$ cat config.mk
export PLATFORM = sky130hd
export DESIGN_NAME = serial_link_obi_arbiter_flat
export DESIGN_NICKNAME = d
export VERILOG_FILES = /design/src/rtl/serial_link_obi_arbiter_if.sv /design/src/rtl/serial_link_obi_arbiter.sv /design/src/flat_wrapper.sv
export SDC_FILE = /design/constraint.sdc
export NUM_CORES = 1
export LEC_CHECK = 0
export ABC_AREA = 1
export BUFFER_PORTS_ARGS = -buffer_cell sky130_fd_sc_hd__clkbuf_2
export CORE_AREA = 2 2 121 123
export DETAILED_ROUTE_END_ITERATION = 12
export DIE_AREA = 0 0 123 125
export HOLD_SLACK_MARGIN = 0.02
export SLEW_MARGIN = 15
export SYNTH_ARGS = -nofsm -noshare
export SYNTH_HDL_FRONTEND = slang
export SYNTH_SLANG_ARGS = --single-unit
export TNS_END_PERCENT = 5
$ cat constraint.sdc
create_clock -name clk_i -period 1.9 [get_ports clk_i]
set_clock_uncertainty 0.05 [all_clocks]
set_input_delay 0.285 -clock clk_i [delete_from_list [all_inputs] [get_ports clk_i]]
set_output_delay 0.285 -clock clk_i [all_outputs]
set_load 0.05 [all_outputs]
$ cat src/rtl/serial_link_obi_arbiter_if.sv
// ---------------------------------------------------------------------------
// serial_link_obi_arbiter_if
// Bundles every bus signal of the serial-link OBI arbiter. The signal names
// keep their _i/_o suffixes as seen from the arbiter.
//
//   Upstream side (NumReq OBI masters):
//     s_req_i, s_addr_i, s_we_i, s_be_i, s_wdata_i    : packed per master,
//                                                       master k in slice k
//     s_gnt_o, s_rvalid_o                              : one bit per master
//     s_rdata_o                                        : broadcast data
//   Downstream side (single serial-link OBI port):
//     m_req_o, m_addr_o, m_we_o, m_be_o, m_wdata_o, m_gnt_i, m_rvalid_i,
//     m_rdata_i
//   Status:
//     busy_o, err_unexp_rvalid_o, stall_cnt_o (16 bits per master)
//
// Modports:
//   slave  : the arbiter's view (drives the *_o signals)
//   master : the surrounding system's view (drives the *_i signals)
//
// The parameters must match those of the arbiter instance using it.
// ---------------------------------------------------------------------------
interface serial_link_obi_arbiter_if #(
  parameter int unsigned NumReq    = 2,
  parameter int unsigned AddrWidth = 32,
  parameter int unsigned DataWidth = 32
);
  logic [NumReq-1:0]             s_req_i;
  logic [NumReq*AddrWidth-1:0]   s_addr_i;
  logic [NumReq-1:0]             s_we_i;
  logic [NumReq*DataWidth/8-1:0] s_be_i;
  logic [NumReq*DataWidth-1:0]   s_wdata_i;
  logic [NumReq-1:0]             s_gnt_o;
  logic [NumReq-1:0]             s_rvalid_o;
  logic [DataWidth-1:0]          s_rdata_o;
  logic                          m_req_o;
  logic [AddrWidth-1:0]          m_addr_o;
  logic                          m_we_o;
  logic [DataWidth/8-1:0]        m_be_o;
  logic [DataWidth-1:0]          m_wdata_o;
  logic                          m_gnt_i;
  logic                          m_rvalid_i;
  logic [DataWidth-1:0]          m_rdata_i;
  logic                          busy_o;
  logic                          err_unexp_rvalid_o;
  logic [NumReq*16-1:0]          stall_cnt_o;

  modport slave (
    input  s_req_i, s_addr_i, s_we_i, s_be_i, s_wdata_i,
    input  m_gnt_i, m_rvalid_i, m_rdata_i,
    output s_gnt_o, s_rvalid_o, s_rdata_o,
    output m_req_o, m_addr_o, m_we_o, m_be_o, m_wdata_o,
    output busy_o, err_unexp_rvalid_o, stall_cnt_o
  );

  modport master (
    output s_req_i, s_addr_i, s_we_i, s_be_i, s_wdata_i,
    output m_gnt_i, m_rvalid_i, m_rdata_i,
    input  s_gnt_o, s_rvalid_o, s_rdata_o,
    input  m_req_o, m_addr_o, m_we_o, m_be_o, m_wdata_o,
    input  busy_o, err_unexp_rvalid_o, stall_cnt_o
  );
endinterface

$ cat src/rtl/serial_link_obi_arbiter.sv
// ---------------------------------------------------------------------------
// serial_link_obi_arbiter
// Round-robin arbiter that shares the single OBI port of the serial-link
// bridge among NumReq OBI masters. Issued transactions are remembered in an
// ID FIFO (issue order) so every response is routed back to its originator.
//
// Ports:
//   clk_i  : clock
//   rst_ni : asynchronous active-low reset
//   bus    : serial_link_obi_arbiter_if.slave (all request/response/status
//            signals, see the interface file)
//
// Parameters:
//   NumReq         : number of upstream masters (>= 2)
//   MaxOutstanding : issued-but-unanswered limit (bridge FIFO depth)
//   AddrWidth      : OBI address width
//   DataWidth      : OBI data width (byte enables are DataWidth/8)
//
// Optional feature, macro SERIAL_LINK_OBI_ARB_STALL_CNT_EN:
//   defined   -> per-master 16-bit saturating stall counters on stall_cnt_o
//   undefined -> no counters, stall_cnt_o tied to 0
// ---------------------------------------------------------------------------
module serial_link_obi_arbiter #(
  parameter int unsigned NumReq         = 2,
  parameter int unsigned MaxOutstanding = 2,
  parameter int unsigned AddrWidth      = 32,
  parameter int unsigned DataWidth      = 32
) (
  input logic                     clk_i,
  input logic                     rst_ni,
  serial_link_obi_arbiter_if.slave bus
);

  localparam int unsigned IdW  = $clog2(NumReq);
  localparam int unsigned PtrW = (MaxOutstanding > 1) ? $clog2(MaxOutstanding) : 1;
  localparam int unsigned CntW = $clog2(MaxOutstanding + 1);
  localparam int unsigned BeW  = DataWidth / 8;

  typedef enum logic {
    UNLOCKED = 1'b0,
    LOCKED   = 1'b1
  } lock_state_e;

  lock_state_e          lock_state_reg, lock_state_next;
  logic [IdW-1:0]       locked_idx_reg, locked_idx_next;
  logic [IdW-1:0]       rr_ptr_reg, rr_ptr_next;
  logic [CntW-1:0]      count_reg, count_next;
  logic [PtrW-1:0]      wr_ptr_reg, rd_ptr_reg;
  logic                 err_reg;
  logic [IdW-1:0]       id_mem [MaxOutstanding];

  logic [NumReq-1:0]    ptr_mask;
  logic [NumReq-1:0]    masked_req;
  logic [IdW-1:0]       hi_idx, lo_idx, rr_winner, sel_idx, head_idx;
  logic                 any_req, full, m_req, handshake, pop;
  logic [NumReq-1:0]    gnt, rvalid;

  logic [AddrWidth-1:0] addr_arr  [NumReq];
  logic [BeW-1:0]       be_arr    [NumReq];
  logic [DataWidth-1:0] wdata_arr [NumReq];

  // Unpack the per-master slices and build the "at or after rr_ptr" mask.
  for (genvar gi = 0; gi < NumReq; gi++) begin : g_slice
    assign addr_arr[gi]  = bus.s_addr_i[gi*AddrWidth +: AddrWidth];
    assign be_arr[gi]    = bus.s_be_i[gi*BeW +: BeW];
    assign wdata_arr[gi] = bus.s_wdata_i[gi*DataWidth +: DataWidth];
    assign ptr_mask[gi]  = (IdW'(gi) >= rr_ptr_reg);
  end

  assign masked_req = bus.s_req_i & ptr_mask;

  // Lowest requester at/after rr_ptr, falling back to the lowest requester
  // overall; together this is a modulo-NumReq search starting at rr_ptr.
  always_comb begin
    hi_idx = '0;
    lo_idx = '0;
    for (int i = int'(NumReq) - 1; i >= 0; i--) begin
      if (masked_req[i])    hi_idx = IdW'(i);
      if (bus.s_req_i[i])   lo_idx = IdW'(i);
    end
  end

  assign rr_winner = (|masked_req) ? hi_idx : lo_idx;

  // ---- Lock FSM: state register ----
  always_ff @(posedge clk_i or negedge rst_ni) begin
    if (!rst_ni) begin
      lock_state_reg <= UNLOCKED;
      locked_idx_reg <= '0;
    end else begin
      lock_state_reg <= lock_state_next;
      locked_idx_reg <= locked_idx_next;
    end
  end

  // ---- Lock FSM: next state ----
  // An address phase that was offered but not granted must be held stable,
  // so the current selection is frozen until its handshake.
  always_comb begin
    lock_state_next = lock_state_reg;
    locked_idx_next = locked_idx_reg;
    if (handshake) begin
      lock_state_next = UNLOCKED;
    end else if (m_req) begin
      lock_state_next = LOCKED;
      locked_idx_next = sel_idx;
    end
  end

  // ---- Lock FSM: outputs ----
  always_comb begin
    sel_idx   = (lock_state_reg == LOCKED) ? locked_idx_reg : rr_winner;
    any_req   = |bus.s_req_i;
    full      = (count_reg == CntW'(MaxOutstanding));
    m_req     = any_req && !full;
    handshake = m_req && bus.m_gnt_i;
    pop       = bus.m_rvalid_i && (count_reg != '0);
  end

  // ---- Round-robin pointer and outstanding count ----
  always_comb begin
    rr_ptr_next = rr_ptr_reg;
    if (handshake) begin
      rr_ptr_next = (sel_idx == IdW'(NumReq - 1)) ? '0 : sel_idx + 1'b1;
    end
    count_next = count_reg;
    case ({handshake, pop})
      2'b10:   count_next = count_reg + 1'b1;
      2'b01:   count_next = count_reg - 1'b1;
      default: count_next = count_reg;
    endcase
  end

  function automatic logic [PtrW-1:0] ptr_inc(input logic [PtrW-1:0] p);
    return (p == PtrW'(MaxOutstanding - 1)) ? '0 : p + 1'b1;
  endfunction

  always_ff @(posedge clk_i or negedge rst_ni) begin
    if (!rst_ni) begin
      rr_ptr_reg <= '0;
      count_reg  <= '0;
      wr_ptr_reg <= '0;
      rd_ptr_reg <= '0;
      err_reg    <= 1'b0;
    end else begin
      rr_ptr_reg <= rr_ptr_next;
      count_reg  <= count_next;
      if (handshake) wr_ptr_reg <= ptr_inc(wr_ptr_reg);
      if (pop)       rd_ptr_reg <= ptr_inc(rd_ptr_reg);
      // A response with nothing outstanding is dropped and flagged for good.
      if (bus.m_rvalid_i && (count_reg == '0)) err_reg <= 1'b1;
    end
  end

  // ID storage needs no reset: entries are only read while count > 0.
  always_ff @(posedge clk_i) begin
    if (handshake) id_mem[wr_ptr_reg] <= sel_idx;
  end

  assign head_idx = id_mem[rd_ptr_reg];

  for (genvar gi = 0; gi < NumReq; gi++) begin : g_route
    assign gnt[gi]    = handshake && (sel_idx == IdW'(gi));
    assign rvalid[gi] = pop && (head_idx == IdW'(gi));
  end

  assign bus.s_gnt_o            = gnt;
  assign bus.s_rvalid_o         = rvalid;
  assign bus.s_rdata_o          = bus.m_rdata_i;
  assign bus.m_req_o            = m_req;
  assign bus.m_addr_o           = addr_arr[sel_idx];
  assign bus.m_we_o             = bus.s_we_i[sel_idx];
  assign bus.m_be_o             = be_arr[sel_idx];
  assign bus.m_wdata_o          = wdata_arr[sel_idx];
  assign bus.busy_o             = (count_reg != '0);
  assign bus.err_unexp_rvalid_o = err_reg;

`ifdef SERIAL_LINK_OBI_ARB_STALL_CNT_EN
  // Cycles spent requesting without a grant, saturating at 0xFFFF.
  for (genvar gi = 0; gi < NumReq; gi++) begin : g_stall
    logic [15:0] stall_cnt_reg;
    always_ff @(posedge clk_i or negedge rst_ni) begin
      if (!rst_ni) begin
        stall_cnt_reg <= '0;
      end else if (bus.s_req_i[gi] && !gnt[gi] && (stall_cnt_reg != 16'hFFFF)) begin
        stall_cnt_reg <= stall_cnt_reg + 16'd1;
      end
    end
    assign bus.stall_cnt_o[gi*16 +: 16] = stall_cnt_reg;
  end
`else
  assign bus.stall_cnt_o = '0;
`endif

endmodule
$ cat src/flat_wrapper.sv
// flat-port wrapper written by rule: the top's interface ports become plain ports
module serial_link_obi_arbiter_flat 
#(
  parameter int unsigned NumReq         = 2,
  parameter int unsigned MaxOutstanding = 2,
  parameter int unsigned AddrWidth      = 32,
  parameter int unsigned DataWidth      = 32
)
  (clk_i, rst_ni, bus_s_req_i, bus_s_addr_i, bus_s_we_i, bus_s_be_i, bus_s_wdata_i, bus_m_gnt_i, bus_m_rvalid_i, bus_m_rdata_i, bus_s_gnt_o, bus_s_rvalid_o, bus_s_rdata_o, bus_m_req_o, bus_m_addr_o, bus_m_we_o, bus_m_be_o, bus_m_wdata_o, bus_busy_o, bus_err_unexp_rvalid_o, bus_stall_cnt_o);
  serial_link_obi_arbiter_if #(.NumReq(NumReq), .AddrWidth(AddrWidth), .DataWidth(DataWidth)) bus_i ();
  input logic clk_i;
  input logic rst_ni;
  input wire logic [$bits(bus_i.s_req_i)-1:0] bus_s_req_i;
  input wire logic [$bits(bus_i.s_addr_i)-1:0] bus_s_addr_i;
  input wire logic [$bits(bus_i.s_we_i)-1:0] bus_s_we_i;
  input wire logic [$bits(bus_i.s_be_i)-1:0] bus_s_be_i;
  input wire logic [$bits(bus_i.s_wdata_i)-1:0] bus_s_wdata_i;
  input wire logic [$bits(bus_i.m_gnt_i)-1:0] bus_m_gnt_i;
  input wire logic [$bits(bus_i.m_rvalid_i)-1:0] bus_m_rvalid_i;
  input wire logic [$bits(bus_i.m_rdata_i)-1:0] bus_m_rdata_i;
  output wire logic [$bits(bus_i.s_gnt_o)-1:0] bus_s_gnt_o;
  output wire logic [$bits(bus_i.s_rvalid_o)-1:0] bus_s_rvalid_o;
  output wire logic [$bits(bus_i.s_rdata_o)-1:0] bus_s_rdata_o;
  output wire logic [$bits(bus_i.m_req_o)-1:0] bus_m_req_o;
  output wire logic [$bits(bus_i.m_addr_o)-1:0] bus_m_addr_o;
  output wire logic [$bits(bus_i.m_we_o)-1:0] bus_m_we_o;
  output wire logic [$bits(bus_i.m_be_o)-1:0] bus_m_be_o;
  output wire logic [$bits(bus_i.m_wdata_o)-1:0] bus_m_wdata_o;
  output wire logic [$bits(bus_i.busy_o)-1:0] bus_busy_o;
  output wire logic [$bits(bus_i.err_unexp_rvalid_o)-1:0] bus_err_unexp_rvalid_o;
  output wire logic [$bits(bus_i.stall_cnt_o)-1:0] bus_stall_cnt_o;
  assign bus_i.s_req_i = bus_s_req_i;
  assign bus_i.s_addr_i = bus_s_addr_i;
  assign bus_i.s_we_i = bus_s_we_i;
  assign bus_i.s_be_i = bus_s_be_i;
  assign bus_i.s_wdata_i = bus_s_wdata_i;
  assign bus_i.m_gnt_i = bus_m_gnt_i;
  assign bus_i.m_rvalid_i = bus_m_rvalid_i;
  assign bus_i.m_rdata_i = bus_m_rdata_i;
  assign bus_s_gnt_o = bus_i.s_gnt_o;
  assign bus_s_rvalid_o = bus_i.s_rvalid_o;
  assign bus_s_rdata_o = bus_i.s_rdata_o;
  assign bus_m_req_o = bus_i.m_req_o;
  assign bus_m_addr_o = bus_i.m_addr_o;
  assign bus_m_we_o = bus_i.m_we_o;
  assign bus_m_be_o = bus_i.m_be_o;
  assign bus_m_wdata_o = bus_i.m_wdata_o;
  assign bus_busy_o = bus_i.busy_o;
  assign bus_err_unexp_rvalid_o = bus_i.err_unexp_rvalid_o;
  assign bus_stall_cnt_o = bus_i.stall_cnt_o;
  serial_link_obi_arbiter #(.NumReq(NumReq), .MaxOutstanding(MaxOutstanding), .AddrWidth(AddrWidth), .DataWidth(DataWidth)) u_core (.clk_i(clk_i), .rst_ni(rst_ni), .bus(bus_i));
endmodule
==> flow_summary_export.csv, run 1 <==
group,metric,value,unit
outcome,status,"complete, but fails checks",
outcome,violations,"negative setup slack",
route,wirelength,9848,um
synthesis,ys_seq_area_frac,0.1321,
power_and_ir_drop,total_power,7.581,mW
synthesis,synth_compound_area_frac,0.01460,
route,vias,2872,
hold_path,hp-class,"input port to flop",
clocking,cts_root_buf,"clkbuf_16",
worst_setup_path,r2r_end,"u_core.count_reg[1]",
floorplan,die_w,123,um
final_layout,multi_input_area,0.001313,mm^2
worst_setup_path,reg2reg_depth,8,
final_layout,drive_above_1_share,0.5280,
clocking,clk_pin_slew,0.04,ns
power_and_ir_drop,p_per_area,1907,mW/mm^2
route,dr.pass1.iters,4,
place,place_area,0.003191,mm^2
floorplan,placementRows,44,
place,place_hpwl,6145,um
clocking,htreeDepth,1,
timing,timing.final.crit_share,1.005,
synthesis,syn_inst,354,
timing,finalHoldViolations,0,
timing,grt_setup_unrepaired,"yes",
floorplan,die_area,0.01538,mm^2
worst_setup_path,path_class,"flop to output port",
synthesis,muxShareOfSynthArea,0,
final_layout,seq_area,260.3,um^2
hold_path,worstHoldStart,"bus_m_rvalid_i",
synthesis,avgSynthCellArea,5.567,um^2
global_route,track_usage,0.1070,
final_layout,nets,714,
synthesis,synth.area.top_cells,"nand2_1, buf_4, nand3_1, dfrtp_1, edfxtp_1",
power_and_ir_drop,p_leak,2.278,nW
final_layout,mostFrequentLayoutCells,"clkbuf_2, nand2_1, nand3_1",
synthesis,synth_top_family_by_area,"simple AND/OR/NAND/NOR gates",
place,port_buffers,219,
global_route,gr-total-overflow,0,
timing,setup_ws,-0.009015,ns
hold_path,hold_path_depth,2,
global_route,antenna_found_initial,2,
worst_setup_path,critical_path_required,1.56,ns
final_layout,mostFrequentLayoutCell,"clkbuf_2",
clocking,numCtsBuffers,3,
power_and_ir_drop,max-vdd-ir-drop,0.7226,mV
worst_setup_path,critPathCaptureType,"output port",
synthesis,synthAdderAreaFrac,0.006349,
floorplan,coreArea,0.01420,mm^2
route,final_antenna_net_count,0,
synthesis,synthSimpleGateAreaFrac,0.5111,
synthesis,synth-seq-cells,10,
synthesis,yosysWarnings,0,
route,avgViaCountPerCell,3.978,
timing,setup_viol,3,
worst_setup_path,r2r-start,"u_core.count_reg[0]",
global_route,grt_pass1_wl,12970,um
worst_setup_path,rrSetupSlack,0.25,ns
worst_setup_path,crit_fanout,17,
hold_path,holdPathEnd,"u_core.bus.err_unexp_rvalid_o",
route,drt_iter0_drc,66,
floorplan,die_y,125,um
timing,period_needed,1.909,ns
job,maxCapViolCount,0,
timing,drv_slew,0,
synthesis,synth_cell_type_count,22,
synthesis,synth_top_area_cell,"nand2_1",
worst_setup_path,start_kind,"flop",
synthesis,netlist.area_leader.share,0.2933,
clocking,clock-sinks,10,
synthesis,syn_area,0.001971,mm^2
final_layout,post-route-util,0.2800,
clocking,cts_buffer_depth,2,
global_route,grt_pass1_vias,2629,
clocking,cts_tree,"done",
worst_setup_path,worst_ep_arrival_time,1.57,ns
place,gp_congestion,0.7063,
route,route.detailed.drc,0,
final_layout,area_growth,101.8,%
synthesis,synthXorXnorAreaFrac,0.008889,
timing,fmaxAchievable,523.8,MHz
floorplan,start_util,0.1387,
final_layout,final_area,0.003976,mm^2
route,wl_per_cell,13.64,um
clocking,clock_latency,0.24,ns
final_layout,fillCellCount,1531,
floorplan,ios,316,
global_route,grt_max_degree,37,
power breakdown:
part / switching (mW) / leakage, nW / internal [mW]
Sequential: 0.0587 / 0.111 / 0.313
Clock: 0.0984 / 0.0382 / 0.281
Combinational: 4.28 / 2.13 / 2.55
Total: 4.44 / 2.28 / 3.14
logic make-up (layout without fill, tap and decap cells):
logic type      after synthesis  after routing
simple gates                238            238
fa+ha+maj                     1              1
xor+xnor                      2              2
flops                        10             10
compound gates                5              5
buf+inv                      97            248
other cells                   1             34
through the flow:
step	hold WS [ns]	cells	worst slack (ns)	setup TNS, ns
2_1_floorplan	-0.06059	385	-0.001869	-0.001869
5_1_grt	0.2697	720	-0.06400	-2.412
6_report	0.2642	722	-0.009015	-0.01862
3_5_place_dp	0.1023	708	0.1465	0
3_3_place_gp	0.09988	708	0.1712	0
4_1_cts	0.2633	719	-0.02594	-0.4351
critical path, cell delays in order (launching register included):
cell and delay (ns):
dfrtp_1 0.39, nor2_1 0.13, nand2_2 0.10, buf_12 0.16, clkbuf_16 0.19, nand3_1 0.10
nand2_2 0.08, buf_12 0.15
layout make-up:
type / count / share of cell area
Sequential cell: 10 / 0.06545
Multi-Input combinational cell: 278 / 0.3301
Clock buffer: 4 / 0.01982
Tap cell: 184 / 0.05790
Timing Repair Buffer: 232 / 0.5142
Inverter: 12 / 0.01133
Antenna cell: 2 / 0.001259
Yosys cell counts:
master	instances
and2_1	1
nand2_1	154
edfxtp_1	2
inv_1	12
a21oi_1	1
ha_1	1
o21ai_0	3
or2_2	1
nand4_1	1
conb_1	1
buf_1	3
xnor2_1	2
clkbuf_1	3
nand2_2	2
nand3_2	1
nand2_4	1
buf_4	71
a31o_2	1
dfrtp_1	8
nor2_1	7
buf_2	8
nand3_1	70
how the worst max path moves through the flow:
stage / start / end / slack [ns] / cells past startpoint
after CTS: u_core.rr_ptr_reg / bus_s_gnt_o[0] / -0.03 / 8
after detailed placement: bus_s_req_i[1] / bus_m_addr_o[22] / 0.15 / 8
after global routing: u_core.lock_state_reg / bus_m_addr_o[1] / -0.06 / 7
after floorplan: u_core.lock_state_reg / bus_s_gnt_o[1] / -0.002 / 4
after global placement: bus_s_req_i[1] / bus_m_addr_o[22] / 0.17 / 8
final: u_core.lock_state_reg / bus_m_be_o[3] / -0.009 / 7
repair_timing:
action,in CTS,in global routing
pin swaps,3,14
gates cloned,3,3
hold buffers,1,0
hold endpoints to repair,8,0
setup endpoints to repair,57,71
gates resized for setup,92,112
setup buffers,3,0
per-layer routing:
| metal | vias to the layer above | global-route usage | part of all wire | routed length [um] |
|---|---|---|---|---|
| li1 | 1387 | - | - | - |
| met3 | 21 | 0.04471 | 0.12 | 1198 |
| met2 | 197 | 0.1917 | 0.48 | 4744 |
| met4 | 0 | 0.03142 | 0.029 | 281 |
| met1 | 1267 | 0.1130 | 0.37 | 3623 |
| met5 | - | 0 | 0 | 0 |
Note: power is estimated with default switching activity, not from simulation.
==> run 2, diff against run 1 <==
ABC_AREA = 0   (was 1)
CORE_AREA = 2 2 122 124   (was 2 2 121 123)
DIE_AREA = 0 0 124 126   (was 0 0 123 125)
SLEW_MARGIN = 5   (was 15)
==> run 2 against run 1 <==
The flow still finishes with violations (negative setup slack). First-iteration DRC count fell by 62%. Non-clock buffer count rose by 10. Cell count fell by 21%. Final area rose by 5.1%. Wire length fell by 15%. Worst setup slack got worse by 0.29 ns. Synthesized cell count fell by 48%. Clock power rose by 10%. Combinational power rose by 3.8%. Fmax fell by 13%. Worst hold slack improved by 0.0039 ns. Critical path type unchanged. Critical endpoint is now bus_m_wdata_o[15]. Largest cell class unchanged.
==> flow_summary_export.csv, run 2 <==
group,metric,value,unit
synthesis,synth-seq-cells,10,
global_route,gr-total-overflow,0,
route,route.detailed.drc,0,
worst_setup_path,r2r-start,"u_core.lock_state_reg",
route,wirelength,8356,um
power_and_ir_drop,total_power,7.898,mW
synthesis,synthXorXnorAreaFrac,0.02128,
job,maxCapViolCount,0,
final_layout,area_growth,103.0,%
clocking,numCtsBuffers,3,
floorplan,ios,316,
clocking,cts_root_buf,"clkbuf_16",
timing,finalHoldViolations,0,
synthesis,netlist.area_leader.share,0.4012,
place,place_area,0.003005,mm^2
synthesis,muxShareOfSynthArea,0.4930,
synthesis,avgSynthCellArea,11.19,um^2
place,port_buffers,219,
final_layout,fin_cells,573,
timing,fin_tns_setup,-14.93,ns
floorplan,coreArea,0.01431,mm^2
timing,fmaxAchievable,455.6,MHz
outcome,status,"complete, but fails checks",
final_layout,mostFrequentLayoutCells,"clkbuf_2, buf_8, mux2_4",
route,avgViaCountPerCell,3.606,
final_layout,nets,567,
place,place_hpwl,5790,um
synthesis,synth.area.top_cells,"mux2_4, buf_4, dfrtp_1, mux2_2, buf_8",
place,post-place-ws,-0.07146,ns
timing,setup_viol,71,
clocking,cts_tree,"done",
hold_path,hp-class,"input port to flop",
synthesis,syn_area,0.002058,mm^2
final_layout,diodes,0,
worst_setup_path,worst_ep_arrival_time,1.86,ns
route,vias,2066,
final_layout,final_area,0.004179,mm^2
floorplan,die_area,0.01562,mm^2
worst_setup_path,reg2reg_depth,9,
worst_setup_path,startpoint,"u_core.lock_state_reg",
route,dr.pass1.iters,4,
worst_setup_path,critical_path_required,1.56,ns
timing,grt_setup_unrepaired,"yes",
worst_setup_path,start_kind,"flop",
worst_setup_path,critPathCaptureType,"output port",
global_route,track_usage,0.07871,
place,dp.cells,553,
route,wl_per_cell,14.58,um
place,gp_congestion,0.7426,
final_layout,post-route-util,0.2920,
synthesis,synthSimpleGateAreaFrac,0.03465,
synthesis,synth_compound_area_frac,0.02614,
final_layout,drive_above_1_share,0.8329,
synthesis,synth_top_family_by_area,"multiplexers",
clocking,cts_buffer_depth,2,
clocking,clock_latency,0.24,ns
synthesis,synth_top_area_cell,"mux2_4",
timing,period_needed,2.195,ns
worst_setup_path,crit_end,"bus_m_wdata_o[15]",
synthesis,ys_top_cells_by_count,"buf_4, mux2_4, mux2_2",
global_route,grt_pass1_vias,1912,
synthesis,yosysWarnings,0,
synthesis,synth_edf_count,2,
synthesis,synth_cell_type_count,26,
floorplan,start_util,0.1438,
power_and_ir_drop,p_per_area,1890,mW/mm^2
worst_setup_path,crit_fanout,5,
synthesis,synth_most_common_cell,"buf_4",
final_layout,fillCellCount,1466,
floorplan,placementRows,44,
clocking,htreeDepth,1,
global_route,antenna_found_initial,0,
timing,drv_slew,0,
synthesis,syn_inst,184,
route,final_antenna_net_count,0,
final_layout,mostFrequentLayoutCell,"clkbuf_2",
outcome,violations,"negative setup slack",
synthesis,ys.flop_type,"dfrtp_1",
worst_setup_path,r2r_end,"u_core.locked_idx_reg",
timing,setup_ws,-0.2949,ns
power_and_ir_drop,p_leak,2.244,nW
global_route,grt_max_degree,39,
timing,holdWs,0.2681,ns
power_and_ir_drop,max-vdd-ir-drop,0.8611,mV
floorplan,die_y,126,um
worst_setup_path,rrSetupSlack,0.13,ns
synthesis,ys_seq_area_frac,0.1264,
worst_setup_path,path_class,"flop to output port",
clocking,clk_pin_slew,0.04,ns
floorplan,die_w,124,um
synthesis,async_flop_share,0.8000,
clocking,clock-sinks,10,
route,drt_iter0_drc,25,
synthesis,synthAdderAreaFrac,0.006079,
global_route,grt_pass1_wl,9453,um
timing,timing.final.crit_share,1.155,
[run 2: timing repair]
item	CTS	global route
hold endpoints to repair	8	0
hold buffers	1	0
pin swaps	0	2
buffers inserted	0	8
gates cloned	0	7
resized for setup	141	101
endpoints found under the setup margin	71	71
[run 2: routing by layer]
metal | vias up | routed length [um] | track usage | part of all wire
met2 | 167 | 4318 | 0.1471 | 0.52
met3 | 7 | 918 | 0.02989 | 0.11
met4 | 0 | 74 | 0.01917 | 0.0089
li1 | 948 | - | - | -
met5 | - | 0 | 0 | 0
met1 | 944 | 3045 | 0.08155 | 0.36
[run 2: how the worst min path moves through the flow]
stage	start	to	slack [ns]	cells after the start
floorplan	rst_ni	u_core.bus.err_unexp_rvalid_o	-0.06	0
global placement	rst_ni	u_core.bus.err_unexp_rvalid_o	0.09	1
detailed placement	rst_ni	u_core.bus.err_unexp_rvalid_o	0.09	1
CTS	bus_m_rvalid_i	u_core.bus.err_unexp_rvalid_o	0.26	2
global route	bus_m_rvalid_i	u_core.bus.err_unexp_rvalid_o	0.28	2
finish	bus_m_rvalid_i	u_core.bus.err_unexp_rvalid_o	0.27	2
[run 2: logic make-up (layout without fill, tap and decap cells)]
group / after synthesis / after routing
muxes: 72 / 72
DFF: 10 / 10
AOI/OAI and AO/OA: 6 / 6
adders and majority gates: 1 / 1
other: 1 / 32
buffers and inverters: 76 / 250
xor gates and xnor gates: 5 / 5
and+or+nand+nor: 13 / 13
[run 2: layout make-up]
class	count	area, um^2	area share
Timing Repair Buffer	242	2183	0.5225
Sequential cell	10	260.3	0.06228
Clock buffer	4	88.84	0.02126
Inverter	4	15.01	0.003593
Tap cell	184	230.2	0.05509
Multi-Input combinational cell	129	1401	0.3353
[run 2: report_power, final]
part,internal (mW),total (mW),switching (mW)
Clock,0.317,0.419,0.102
Sequential,0.319,0.389,0.0698
Combinational,3.43,7.09,3.66
Total,4.06,7.90,3.84
[run 2: worst max-delay path, stage by stage (launching register included)]
cell and delay (ns):
dfrtp_1 0.36, nand2b_4 0.15, o21ai_4 0.20, buf_12 0.16, buf_8 0.13, clkbuf_16 0.15, mux2_4 0.32, buf_8 0.15
